`src/rtl/multicycle_control_if.sv`:
```
// Control/datapath boundary for the multicycle controller: instruction fields,
// status inputs and all datapath strobes, selects and status outputs.
interface multicycle_control_if;
    logic [5:0] Op;
    logic [5:0] Fun;
    logic       equal;
    logic       mem_ready;
    logic       IRWr;
    logic       PCWr;
    logic       RegWr;
    logic       RegDst;
    logic       ExtOp;
    logic       ALUSrc;
    logic       MemRd;
    logic       MemWr;
    logic       MemtoReg;
    logic [1:0] nPC_sel;
    logic [2:0] ALUctr;
    logic [2:0] state;
    logic       retired;
    logic       halted;

    modport master (
        input  Op, Fun, equal, mem_ready,
        output IRWr, PCWr, RegWr, RegDst, ExtOp, ALUSrc, MemRd, MemWr, MemtoReg,
        output nPC_sel, ALUctr, state, retired, halted
    );

    modport slave (
        output Op, Fun, equal, mem_ready,
        input  IRWr, PCWr, RegWr, RegDst, ExtOp, ALUSrc, MemRd, MemWr, MemtoReg,
        input  nPC_sel, ALUctr, state, retired, halted
    );
endinterface

```
`src/rtl/multicycle_control.sv`:
```
// Multicycle MIPS-subset controller: FETCH/DECODE/EXEC/MEM/WB sequencing.
// Define ILLEGAL_HALT_EN to trap illegal instructions in a sticky HALT state.
module multicycle_control (
    input  logic                 clk,
    input  logic                 nReset,
    multicycle_control_if.master bus
);

    typedef enum logic [2:0] {
        FETCH  = 3'd0,
        DECODE = 3'd1,
        EXEC   = 3'd2,
        MEM    = 3'd3,
        WB     = 3'd4,
        HALT   = 3'd7
    } state_e;

    localparam logic [5:0] OP_RTYPE = 6'b000000;
    localparam logic [5:0] OP_LW    = 6'b100011;
    localparam logic [5:0] OP_SW    = 6'b101011;
    localparam logic [5:0] OP_BEQ   = 6'b000100;
    localparam logic [5:0] OP_BNE   = 6'b000101;
    localparam logic [5:0] OP_ADDI  = 6'b001000;
    localparam logic [5:0] OP_ORI   = 6'b001101;
    localparam logic [5:0] OP_J     = 6'b000010;

    localparam logic [5:0] FN_ADD = 6'b100000;
    localparam logic [5:0] FN_SUB = 6'b100010;
    localparam logic [5:0] FN_AND = 6'b100100;
    localparam logic [5:0] FN_OR  = 6'b100101;
    localparam logic [5:0] FN_SLT = 6'b101010;

    localparam logic [2:0] ALU_ADD = 3'b010;
    localparam logic [2:0] ALU_SUB = 3'b110;
    localparam logic [2:0] ALU_AND = 3'b000;
    localparam logic [2:0] ALU_OR  = 3'b001;
    localparam logic [2:0] ALU_SLT = 3'b111;

    localparam logic [1:0] NPC_SEQ = 2'b00;
    localparam logic [1:0] NPC_BR  = 2'b01;
    localparam logic [1:0] NPC_JMP = 2'b10;

    state_e     state_q, state_d;
    logic [5:0] op_q, op_d;
    logic [5:0] fun_q, fun_d;

    logic       irwr, pcwr, regwr, regdst, extop, alusrc, memrd, memwr, memtoreg;
    logic [1:0] npc_sel;
    logic [2:0] aluctr;
    logic       retired, halted;

    function automatic logic is_legal(input logic [5:0] op, input logic [5:0] fun);
        case (op)
            OP_RTYPE: is_legal = fun inside {FN_ADD, FN_SUB, FN_AND, FN_OR, FN_SLT};
            OP_LW, OP_SW, OP_BEQ, OP_BNE, OP_ADDI, OP_ORI, OP_J: is_legal = 1'b1;
            default: is_legal = 1'b0;
        endcase
    endfunction

    function automatic logic [2:0] alu_for_fun(input logic [5:0] fun);
        case (fun)
            FN_SUB:  alu_for_fun = ALU_SUB;
            FN_AND:  alu_for_fun = ALU_AND;
            FN_OR:   alu_for_fun = ALU_OR;
            FN_SLT:  alu_for_fun = ALU_SLT;
            default: alu_for_fun = ALU_ADD;
        endcase
    endfunction

    always_ff @(posedge clk or negedge nReset) begin
        if (!nReset) begin
            state_q <= FETCH;
            op_q    <= '0;
            fun_q   <= '0;
        end else begin
            state_q <= state_d;
            op_q    <= op_d;
            fun_q   <= fun_d;
        end
    end

    always_comb begin
        state_d  = state_q;
        op_d     = op_q;
        fun_d    = fun_q;
        irwr     = 1'b0;
        pcwr     = 1'b0;
        regwr    = 1'b0;
        regdst   = 1'b0;
        extop    = 1'b0;
        alusrc   = 1'b0;
        memrd    = 1'b0;
        memwr    = 1'b0;
        memtoreg = 1'b0;
        npc_sel  = NPC_SEQ;
        aluctr   = ALU_AND;
        retired  = 1'b0;
        halted   = 1'b0;

        case (state_q)
            FETCH: begin
                memrd = 1'b1;
                if (bus.mem_ready) begin
                    irwr    = 1'b1;
                    pcwr    = 1'b1;
                    npc_sel = NPC_SEQ;
                    state_d = DECODE;
                end
            end
            DECODE: begin
                // Legality is judged on the live IR fields; later states see only the latched copy.
                op_d  = bus.Op;
                fun_d = bus.Fun;
                if (is_legal(bus.Op, bus.Fun)) begin
                    state_d = EXEC;
                end else begin
`ifdef ILLEGAL_HALT_EN
                    state_d = HALT;
`else
                    retired = 1'b1;
                    state_d = FETCH;
`endif
                end
            end
            EXEC: begin
                case (op_q)
                    OP_RTYPE: begin
                        aluctr  = alu_for_fun(fun_q);
                        state_d = WB;
                    end
                    OP_LW, OP_SW: begin
                        alusrc  = 1'b1;
                        extop   = 1'b1;
                        aluctr  = ALU_ADD;
                        state_d = MEM;
                    end
                    OP_ADDI: begin
                        alusrc  = 1'b1;
                        extop   = 1'b1;
                        aluctr  = ALU_ADD;
                        state_d = WB;
                    end
                    OP_ORI: begin
                        alusrc  = 1'b1;
                        aluctr  = ALU_OR;
                        state_d = WB;
                    end
                    OP_BEQ, OP_BNE: begin
                        extop   = 1'b1;
                        aluctr  = ALU_SUB;
                        npc_sel = NPC_BR;
                        pcwr    = (op_q == OP_BEQ) ? bus.equal : !bus.equal;
                        retired = 1'b1;
                        state_d = FETCH;
                    end
                    OP_J: begin
                        pcwr    = 1'b1;
                        npc_sel = NPC_JMP;
                        retired = 1'b1;
                        state_d = FETCH;
                    end
                    default: state_d = FETCH;
                endcase
            end
            MEM: begin
                if (op_q == OP_LW) memrd = 1'b1;
                else               memwr = 1'b1;
                if (bus.mem_ready) begin
                    if (op_q == OP_LW) begin
                        state_d = WB;
                    end else begin
                        retired = 1'b1;
                        state_d = FETCH;
                    end
                end
            end
            WB: begin
                regwr    = 1'b1;
                regdst   = (op_q == OP_RTYPE);
                memtoreg = (op_q == OP_LW);
                retired  = 1'b1;
                state_d  = FETCH;
            end
            HALT: begin
                halted  = 1'b1;
                state_d = HALT;
            end
            default: state_d = FETCH;
        endcase
    end

    // Reset must silence every strobe in the same cycle, even though state already reads FETCH.
    always_comb begin
        bus.IRWr     = nReset & irwr;
        bus.PCWr     = nReset & pcwr;
        bus.RegWr    = nReset & regwr;
        bus.RegDst   = nReset & regdst;
        bus.ExtOp    = nReset & extop;
        bus.ALUSrc   = nReset & alusrc;
        bus.MemRd    = nReset & memrd;
        bus.MemWr    = nReset & memwr;
        bus.MemtoReg = nReset & memtoreg;
        bus.nPC_sel  = nReset ? npc_sel : '0;
        bus.ALUctr   = nReset ? aluctr  : '0;
        bus.retired  = nReset & retired;
        bus.halted   = nReset & halted;
        bus.state    = state_q;
    end

endmodule

```
`src/flat_wrapper.sv`:
```
// flat-port wrapper written by rule: the top's interface ports become plain ports
module multicycle_control_flat 
  (clk, nReset, bus_Op, bus_Fun, bus_equal, bus_mem_ready, bus_IRWr, bus_PCWr, bus_RegWr, bus_RegDst, bus_ExtOp, bus_ALUSrc, bus_MemRd, bus_MemWr, bus_MemtoReg, bus_nPC_sel, bus_ALUctr, bus_state, bus_retired, bus_halted);
  multicycle_control_if bus_i ();
  input  logic clk;
  input  logic nReset;
  input wire logic [$bits(bus_i.Op)-1:0] bus_Op;
  input wire logic [$bits(bus_i.Fun)-1:0] bus_Fun;
  input wire logic [$bits(bus_i.equal)-1:0] bus_equal;
  input wire logic [$bits(bus_i.mem_ready)-1:0] bus_mem_ready;
  output wire logic [$bits(bus_i.IRWr)-1:0] bus_IRWr;
  output wire logic [$bits(bus_i.PCWr)-1:0] bus_PCWr;
  output wire logic [$bits(bus_i.RegWr)-1:0] bus_RegWr;
  output wire logic [$bits(bus_i.RegDst)-1:0] bus_RegDst;
  output wire logic [$bits(bus_i.ExtOp)-1:0] bus_ExtOp;
  output wire logic [$bits(bus_i.ALUSrc)-1:0] bus_ALUSrc;
  output wire logic [$bits(bus_i.MemRd)-1:0] bus_MemRd;
  output wire logic [$bits(bus_i.MemWr)-1:0] bus_MemWr;
  output wire logic [$bits(bus_i.MemtoReg)-1:0] bus_MemtoReg;
  output wire logic [$bits(bus_i.nPC_sel)-1:0] bus_nPC_sel;
  output wire logic [$bits(bus_i.ALUctr)-1:0] bus_ALUctr;
  output wire logic [$bits(bus_i.state)-1:0] bus_state;
  output wire logic [$bits(bus_i.retired)-1:0] bus_retired;
  output wire logic [$bits(bus_i.halted)-1:0] bus_halted;
  assign bus_i.Op = bus_Op;
  assign bus_i.Fun = bus_Fun;
  assign bus_i.equal = bus_equal;
  assign bus_i.mem_ready = bus_mem_ready;
  assign bus_IRWr = bus_i.IRWr;
  assign bus_PCWr = bus_i.PCWr;
  assign bus_RegWr = bus_i.RegWr;
  assign bus_RegDst = bus_i.RegDst;
  assign bus_ExtOp = bus_i.ExtOp;
  assign bus_ALUSrc = bus_i.ALUSrc;
  assign bus_MemRd = bus_i.MemRd;
  assign bus_MemWr = bus_i.MemWr;
  assign bus_MemtoReg = bus_i.MemtoReg;
  assign bus_nPC_sel = bus_i.nPC_sel;
  assign bus_ALUctr = bus_i.ALUctr;
  assign bus_state = bus_i.state;
  assign bus_retired = bus_i.retired;
  assign bus_halted = bus_i.halted;
  multicycle_control u_core (.clk(clk), .nReset(nReset), .bus(bus_i));
endmodule
```
`config.mk`:
```
export PLATFORM = sky130hd
export DESIGN_NAME = multicycle_control_flat
export DESIGN_NICKNAME = d
export VERILOG_FILES = /design/src/rtl/multicycle_control_if.sv /design/src/rtl/multicycle_control.sv /design/src/flat_wrapper.sv
export SDC_FILE = /design/constraint.sdc
export NUM_CORES = 1
export LEC_CHECK = 0
export CAP_MARGIN = 20
export CORE_MARGIN = 1.5
export CORE_UTILIZATION = 42
export DETAILED_ROUTE_END_ITERATION = 6
export PLACE_DENSITY = 0.76
export SETUP_SLACK_MARGIN = 0.05
export SYNTH_ARGS = -nofsm -noshare
export SYNTH_HDL_FRONTEND = slang
export SYNTH_SLANG_ARGS = --single-unit
```
`constraint.sdc`:
```
create_clock -name clk -period 1.3 [get_ports clk]
set_input_delay 0.13 -clock clk [delete_from_list [all_inputs] [get_ports clk]]
set_output_delay 0.13 -clock clk [all_outputs]
set_load 0.03 [all_outputs]
```
**Word level (Yosys, flattened, before mapping)**

Cells that the tools add are included.

- Register bits after elaboration: 15
- Output and inout bits: 19
- Word-level logic and storage cells: 94

- Equality and inequality tests: 30
- Multiplexer cells: 36
- Bitwise logic cells: 11
- Reductions and logical operators: 14

Operator list:

| operator | number |
|---|---|
| equality test 6 bit, second input constant | 13 |
| equality test 6 x 3 -> 1 bit, second input constant | 4 |
| equality test 6 x 4 -> 1 bit, second input constant | 4 |
| case mux 3 bit (4 select lines) | 2 |
| 2-to-1 mux 1 bit | 18 |
| 2-to-1 mux 3 bit | 5 |
| case mux 3 bit (5 select lines) | 1 |
| equality test 6 x 2 -> 1 bit, second input constant | 2 |
| zero test 6 bit | 2 |
| bitwise AND 1 bit | 11 |
| OR reduction 3 bit | 3 |
| case mux 1 bit (2 select lines) | 4 |
| OR reduction 7 bit | 1 |
| equality test 3 x 2 -> 1 bit, second input constant | 2 |
| equality test 3 bit, second input constant | 2 |
| 2-to-1 mux 2 bit | 3 |
| case mux 3 bit (2 select lines) | 1 |
| nonzero test 5 bit | 1 |
| OR reduction 5 bit | 1 |
| inequality test 2 bit, second input constant | 2 |
| case mux 1 bit (4 select lines) | 1 |
| case mux 2 bit (2 select lines) | 1 |
| OR reduction 2 bit | 2 |
| OR reduction 4 bit | 1 |
| other kinds (4) | 4 |

**Depth between registers and ports, before layout**

Gate-level depths: netlist of the first run.

- Depth in word-level cells: 7
- Depth in mapped cells: 5
- Gate-level depth less buffers: 4

**Worst setup path before layout of the first run**

Ideal clock, no wire load.

- Path kind: register to output
- From: register u_core.state_q[0], in the netlist u_core.bus.state[0]
- To: output bus_ALUctr[0]
- Data arrival time: 2.025 ns
- Required time: 1.170 ns
- Path slack: -0.855 ns
- Stages on the path, launching flop included: 5
- Path through: dfrtp_1 buf_4 nand4bb_1 or2_1 nor4_1

- Longest elaborated chain between the ends: 3

RTL lines:

| item | line | source |
|---|---|---|
| start, declared | multicycle_control.sv:43 | `state_e state_q, state_d;` |
| start signal, assigned | multicycle_control.sv:76 | `state_q <= state_d;` |
| equality test 3 x 2 -> 1 bit | multicycle_control.sv:100 | `case (state_q)` |
| 2-to-1 mux 3 bit | multicycle_control.sv:100 |  |
| 2-to-1 mux 3 bit | multicycle_control.sv:204 | `bus.ALUctr = nReset ? aluctr : '0;` |
| end, declared | flat_wrapper.sv:21 | `output wire logic [$bits(bus_i.ALUctr)-1:0] bus_ALUctr;` |

Every way passes these cells.

**Worst setup path after layout of the first run**

- From: register u_core.state_q[2], in the netlist u_core.bus.state[2]
- To: output bus_nPC_sel[0]

- Longest elaborated chain between the ends: 3

RTL lines:

| item | line | source |
|---|---|---|
| equality test 3 x 2 -> 1 bit | multicycle_control.sv:100 |  |
| 2-to-1 mux 2 bit | -- |  |
| 2-to-1 mux 2 bit | multicycle_control.sv:203 | `bus.nPC_sel = nReset ? npc_sel : '0;` |
| end, declared | flat_wrapper.sv:20 | `output wire logic [$bits(bus_i.nPC_sel)-1:0] bus_nPC_sel;` |

Every way passes these cells.

==> results.cfg, run 1 <==
[outcome]
status = finished, violations left
violations = negative setup slack

[critical_path]
crit_path_end_kind = output pin
worstRegToRegCells = 6
critPathRequiredTime_ns = 1.17
rrSetupSlack_ns = -0.33
critPathKind = flip-flop to output pin
timing.critical_path.from_type = flip-flop
arrival_ns = 1.90
crit_path_max_fanout = 4

[grt]
grt_pass1_vias = 1543
grt.total_usage_pct = 30.53
grt_pass1_wl_microns = 7355
grt_max_degree = 12
antenna_found_initial = 0
grt_overflow = 0

[sta]
rsz0062_at_grt = yes
final_hold_viol_count = 0
fin_skew_ns = 0.02077
fin_crit_ns = 2.031
slew_headroom_pct = 74.50
max_freq_mhz = 492.4
worstMarginPinSlew_ns = 0.3807
slew_violations = 0
setup_violations = 31
fin_crit_sh_pct = 156.2
setup_tns_ns = -13.24
fin_ws_ns = -0.7309

[clocking]
cts.sinks = 15
clk_pin_slew_ns = 0.12
cts_tree = built
htree_levels = 1
cts_root_buf = clkbuf_4
clk_path_buf_depth = 2
clk_latency_ns = 0.31
ctsHoldBuffers = 0
cts_buffers = 3

[floorplanning]
die_h_microns = 55.61
coreArea_sq_um = 2545
dieArea_sq_um = 3092
io_pins = 35
start_util_pct = 45.67
rows = 18
die_w_microns = 55.61

[logic_synthesis]
synth-seq-cells = 15
synth.distinct_cells = 45
async_flop_share_pct = 100.0
synth_edf_count = 0
ys_seq_area_share_pct = 32.29
synth_flop_cell = dfrtp_1
synth_area_sq_um = 1162
syn_inst = 126
yosysWarningCount = 0
synth_nets = 142
syn_area_per_cell_sq_um = 9.225

[cells_and_area]
drive_above_1_share_pct = 66.35
antenna_cells = 0
areaGrowthSynthToFinish_pct = 103.8
final_cell_mix = buf_4, buf_6, clkdlybuf4s50_1
fin_area_sq_um = 2369
nNetsFinal = 228
final_common_cell = buf_4

[power]
ir_drop_v = 0.0009451
p_leak_nw = 1.020
power_density_nw_per_um2 = 975.0

[placement]
io_buffers = 34
dpl-instance-area_sq_um = 1877
routabilityCongestion = 0.8365
hpwl_microns = 2736

[worst_hold_path]
hold_class = input pin to async pin

[route]
first_pass_iters = 4
wl_microns = 5559
wl_per_cell_microns = 23.07
drc_errors = 0
viasPerCell = 6.257
postRouteAntennaNets = 0
drt_iter0_drc = 86
vias = 1508

[run]
maxCapViolations = 0
-- flip-flops by register name, summed over array words and instances (netlist names) --
name,flops
u_core.fun_q,6
u_core.op_q,6
u_core.bus.state,3
-- routing by layer --
metal	track usage, %	up-vias	part of all wire [%]
li1	-	633	-
met1	31.63	728	36
met2	58.50	114	51
met3	5.349	33	7.0
met4	14.29	0	5.8
met5	0	-	0
-- critical path, stage by stage, from the launching register on --
cell       delay (ns)
dfrtp_2          0.43
buf_6            0.12
nand4bb_4        0.22
or2_4            0.27
nand2b_4         0.19
nor3b_4          0.19
buf_6            0.16
-- through the flow --
step	setup slack, ns	utilization (%)	hold slack (ns)	instances	total power, mW
after detailed placement	-1.121	73.75	0.4888	224	1.553
final	-0.7309	93.07	0.2651	241	2.309
after floorplan	-0.4506	-	-0.1656	126	1.133
after global routing	-0.7934	93.07	0.2785	241	2.370
after CTS	-0.6881	86.09	0.2025	238	2.022
after global placement	-1.005	73.75	0.4831	224	1.530
-- cell usage after synthesis, types with 2 or more instances --
cell,n,area (sq um)
a21o_1,2,15.01
nor2_1,10,37.54
nor4b_1,2,17.52
nand2b_1,2,12.51
nor2b_1,7,43.79
nand4b_1,2,17.52
nor3_1,4,20.02
a21oi_1,5,25.02
nand3_1,2,10.01
dfrtp_1,15,375.4
nor3b_1,4,30.03
o21ai_1,2,10.01
a22o_1,3,26.28
o21ai_0,4,20.02
and3_1,3,18.77
nand2_1,9,33.78
nor3b_2,2,25.02
mux2_2,11,123.9
a31oi_1,2,12.51
inv_1,4,15.01
and3b_1,2,17.52
nor3_2,2,20.02
buf_2,5,25.02
-- final cells by class --
type                            instances  area [sq um]
Clock buffer                            3         22.52
Clock inverter                          1         7.507
Fill cell                              78         176.4
Inverter                                4         17.52
Multi-Input combinational cell         99          1072
Sequential cell                        15         381.6
Tap cell                               30         37.54
Timing Repair Buffer                   89         829.5
-- logic make-up (layout without fill, tap and decap cells) --
kind of cell           Yosys count  in the layout  share of synthesized area, %
AND/OR/NAND/NOR                 59             59                         33.80
AO/OA/AOI/OAI                   27             27                         16.15
buffers and inverters           12             97                         5.489
multiplexers                    12             12                         11.52
flip-flops                      15             15                         32.29
XOR/XNOR                         1              1                        0.7536
-- power breakdown --
part	leakage (nW)	internal, mW	switching [mW]
combinational	0.831	0.681	0.662
clock	0.0139	0.118	0.194
sequential	0.175	0.562	0.0927
total	1.02	1.36	0.948
-- what timing repair did --
action	4_1_cts	5_1_grt
buffers inserted	10	5
pin swaps	19	15
gates resized for setup	64	37
setup endpoints to repair	31	33
-- final timing paths --
check | from | endpoint
worst max-delay path | u_core.bus.state[2] | bus_nPC_sel[0]
worst min-delay path | nReset | u_core.bus.state[2]
worst max register to register | u_core.bus.state[0] | u_core.op_q[4]
worst min register to register | u_core.fun_q[5] | u_core.fun_q[5]
max in group asynchronous | nReset | u_core.op_q[5]
min in group clk | bus_Fun[3] | u_core.fun_q[3]
Power figures use the tool's default switching activity.
==> run 2: changes to the inputs <==
--- a/config.mk
+++ b/config.mk
@@ -10,6 +10,7 @@
 export CORE_UTILIZATION = 42
 export DETAILED_ROUTE_END_ITERATION = 6
 export PLACE_DENSITY = 0.76
+export REMOVE_ABC_BUFFERS = 1
 export SETUP_SLACK_MARGIN = 0.05
 export SYNTH_ARGS = -nofsm -noshare
 export SYNTH_HDL_FRONTEND = slang
==> results.cfg, run 2 (same netlist as run 1, synthesis figures left out) <==
[cells_and_area]
final_common_cell = buf_4
nNetsFinal = 243
drive_above_1_share_pct = 65.04
stdcell_count = 256
areaGrowthSynthToFinish_pct = 111.9
antenna_cells = 0
final_cell_mix = buf_4, buf_6, clkdlybuf4s50_1, dfrtp_1, mux2_4
final_util_pct = 96.80
fill_cells = 41

[critical_path]
crit_path_max_fanout = 9
arrival_ns = 2.06
crit_path_frequent_cell = buf_4
reg2reg_to = u_core.op_q[3]
cpMaxStageDelayCell = dfrtp_1
crit_path_end_kind = output pin
timing.critical_path.from_type = flip-flop
critPathRequiredTime_ns = 1.17
critPathKind = flip-flop to output pin
crit_chain = buf_4, nand4bb_1, or2_4, nand2b_4, nor3b_2, buf_4
r2r-start = u_core.bus.state[0]
cpPeakStageDelay_ns = 0.40
rrSetupSlack_ns = -0.52
worstRegToRegCells = 8

[route]
wl_microns = 6843
drt_iter0_drc = 129
vias = 1721
viasPerCell = 6.723
drc_errors = 0
postRouteAntennaNets = 0
first_pass_iters = 4
wl_per_cell_microns = 26.73

[sta]
slew_violations = 0
fin_ws_ns = -0.8945
fin_crit_ns = 2.194
fin_skew_ns = 0.03025
fin_crit_sh_pct = 168.8
worstMarginPinSlew_ns = 0.3779
rsz0062_at_grt = yes
final_hold_viol_count = 0
slew_headroom_pct = 74.77
setup_violations = 32
max_freq_mhz = 455.7
hold_slack_ns = 0.3304

[clocking]
cts_buffers = 3
cts_root_buf = clkbuf_4
cts_tree = built
htree_levels = 1
clk_pin_slew_ns = 0.13
clk_path_buf_depth = 2
clk_latency_ns = 0.33
cts.sinks = 15
ctsHoldBuffers = 0

[placement]
routabilityCongestion = 0.9029
placedCellCount = 225
hpwl_microns = 2662
io_buffers = 34

[power]
ir_drop_v = 0.001326
power_frac_comb_pct = 61.3
p_sw_mw = 1.069
power_density_nw_per_um2 = 1040
intPower_mw = 1.493
power_frac_seq_pct = 26.2
clkPwrFrac_pct = 12.5
swShare_pct = 41.72
p_leak_nw = 1.122

[floorplanning]
die_h_microns = 55.61
coreArea_sq_um = 2545
io_pins = 35
start_util_pct = 45.67
die_w_microns = 55.61
rows = 18
dieArea_sq_um = 3092

[grt]
grt_overflow = 0
grt_max_degree = 12
grt_pass1_wl_microns = 7141
antenna_found_initial = 0
grt_pass1_vias = 1523
grt.total_usage_pct = 29.35

[outcome]
status = finished, violations left
violations = negative setup slack

[worst_hold_path]
hold_class = input pin to async pin

[run]
maxCapViolations = 0
## run 2: changes by cell type in the layout (fill, tap and decap cells not counted), sizes merged
cell / change
buf: +15
clkdlybuf4s50: -1
dlymetal6s2s: +1
## run 2: worst max-delay path, delay by kind of cell (launching register included)
family	cells	cell delay, ns
AND/OR/NAND/NOR	4	0.90
flip-flops	1	0.40
buffers and inverters	2	0.42
## run 2: power groups by stage
| stage | logic [mW] | registers [mW] | clock network, mW |
|---|---|---|---|
| detailed placement | 0.849 | 0.646 | 0 |
| finish | 1.57 | 0.671 | 0.321 |
| CTS | 1.15 | 0.647 | 0.290 |
| floorplan | 0.345 | 0.684 | 0 |
| global route | 1.60 | 0.668 | 0.341 |
| global placement | 0.826 | 0.641 | 0 |
## run 2: worst max-delay path by stage
stage	from	endpoint	slack [ns]	depth (start not counted)
floorplan	u_core.bus.state[2]	bus_ALUctr[0]	-0.85	3
global placement	bus_Op[1]	bus_retired	-0.99	6
detailed placement	bus_Op[1]	bus_retired	-1.03	6
CTS	u_core.bus.state[0]	bus_ALUctr[2]	-0.67	6
global route	u_core.bus.state[1]	bus_ALUctr[2]	-0.90	6
finish	u_core.bus.state[1]	bus_nPC_sel[0]	-0.89	6
## run 2: final cells by class
| cell class | count | area (sq um) | area share [%] |
|---|---|---|---|
| clock buffers | 3 | 22.52 | 0.9142 |
| inverters | 4 | 15.01 | 0.6094 |
| well taps | 30 | 37.54 | 1.524 |
| repair buffers | 104 | 975.9 | 39.61 |
| multi-input cells | 99 | 1028 | 41.75 |
| clock inverters | 1 | 7.507 | 0.3047 |
| flip-flops and latches | 15 | 376.6 | 15.29 |
## run 2: timing repair
| item | 4_1_cts | 5_1_grt |
|---|---|---|
| cloned | 1 | 0 |
| pin swaps | 21 | 19 |
| buffers inserted | 14 | 13 |
| endpoints found under the setup margin | 30 | 32 |
| gates resized for setup | 63 | 55 |
## run 2: per-stage QoR
step                      total power, mW  TNS (ns)  cell area, sq um  worst slack [ns]
final                               2.563    -17.08              2464           -0.8945
after detailed placement            1.495    -6.987              1769            -1.026
after floorplan                     1.028    -10.83              1114           -0.8532
after global placement              1.467    -6.249              1769           -0.9918
after global routing                2.611    -18.55              2464           -0.8963
after CTS                           2.088    -11.45              2142           -0.6687
## run 2: per-layer routing
layer	wire length, microns	global-route usage [%]	vias up	part of all wire [%]
li1	-	-	665	-
met1	2213	34.26	798	32
met2	3251	51.02	180	48
met3	691	6.744	78	10
met4	686	12.89	0	10
met5	0	0	-	0
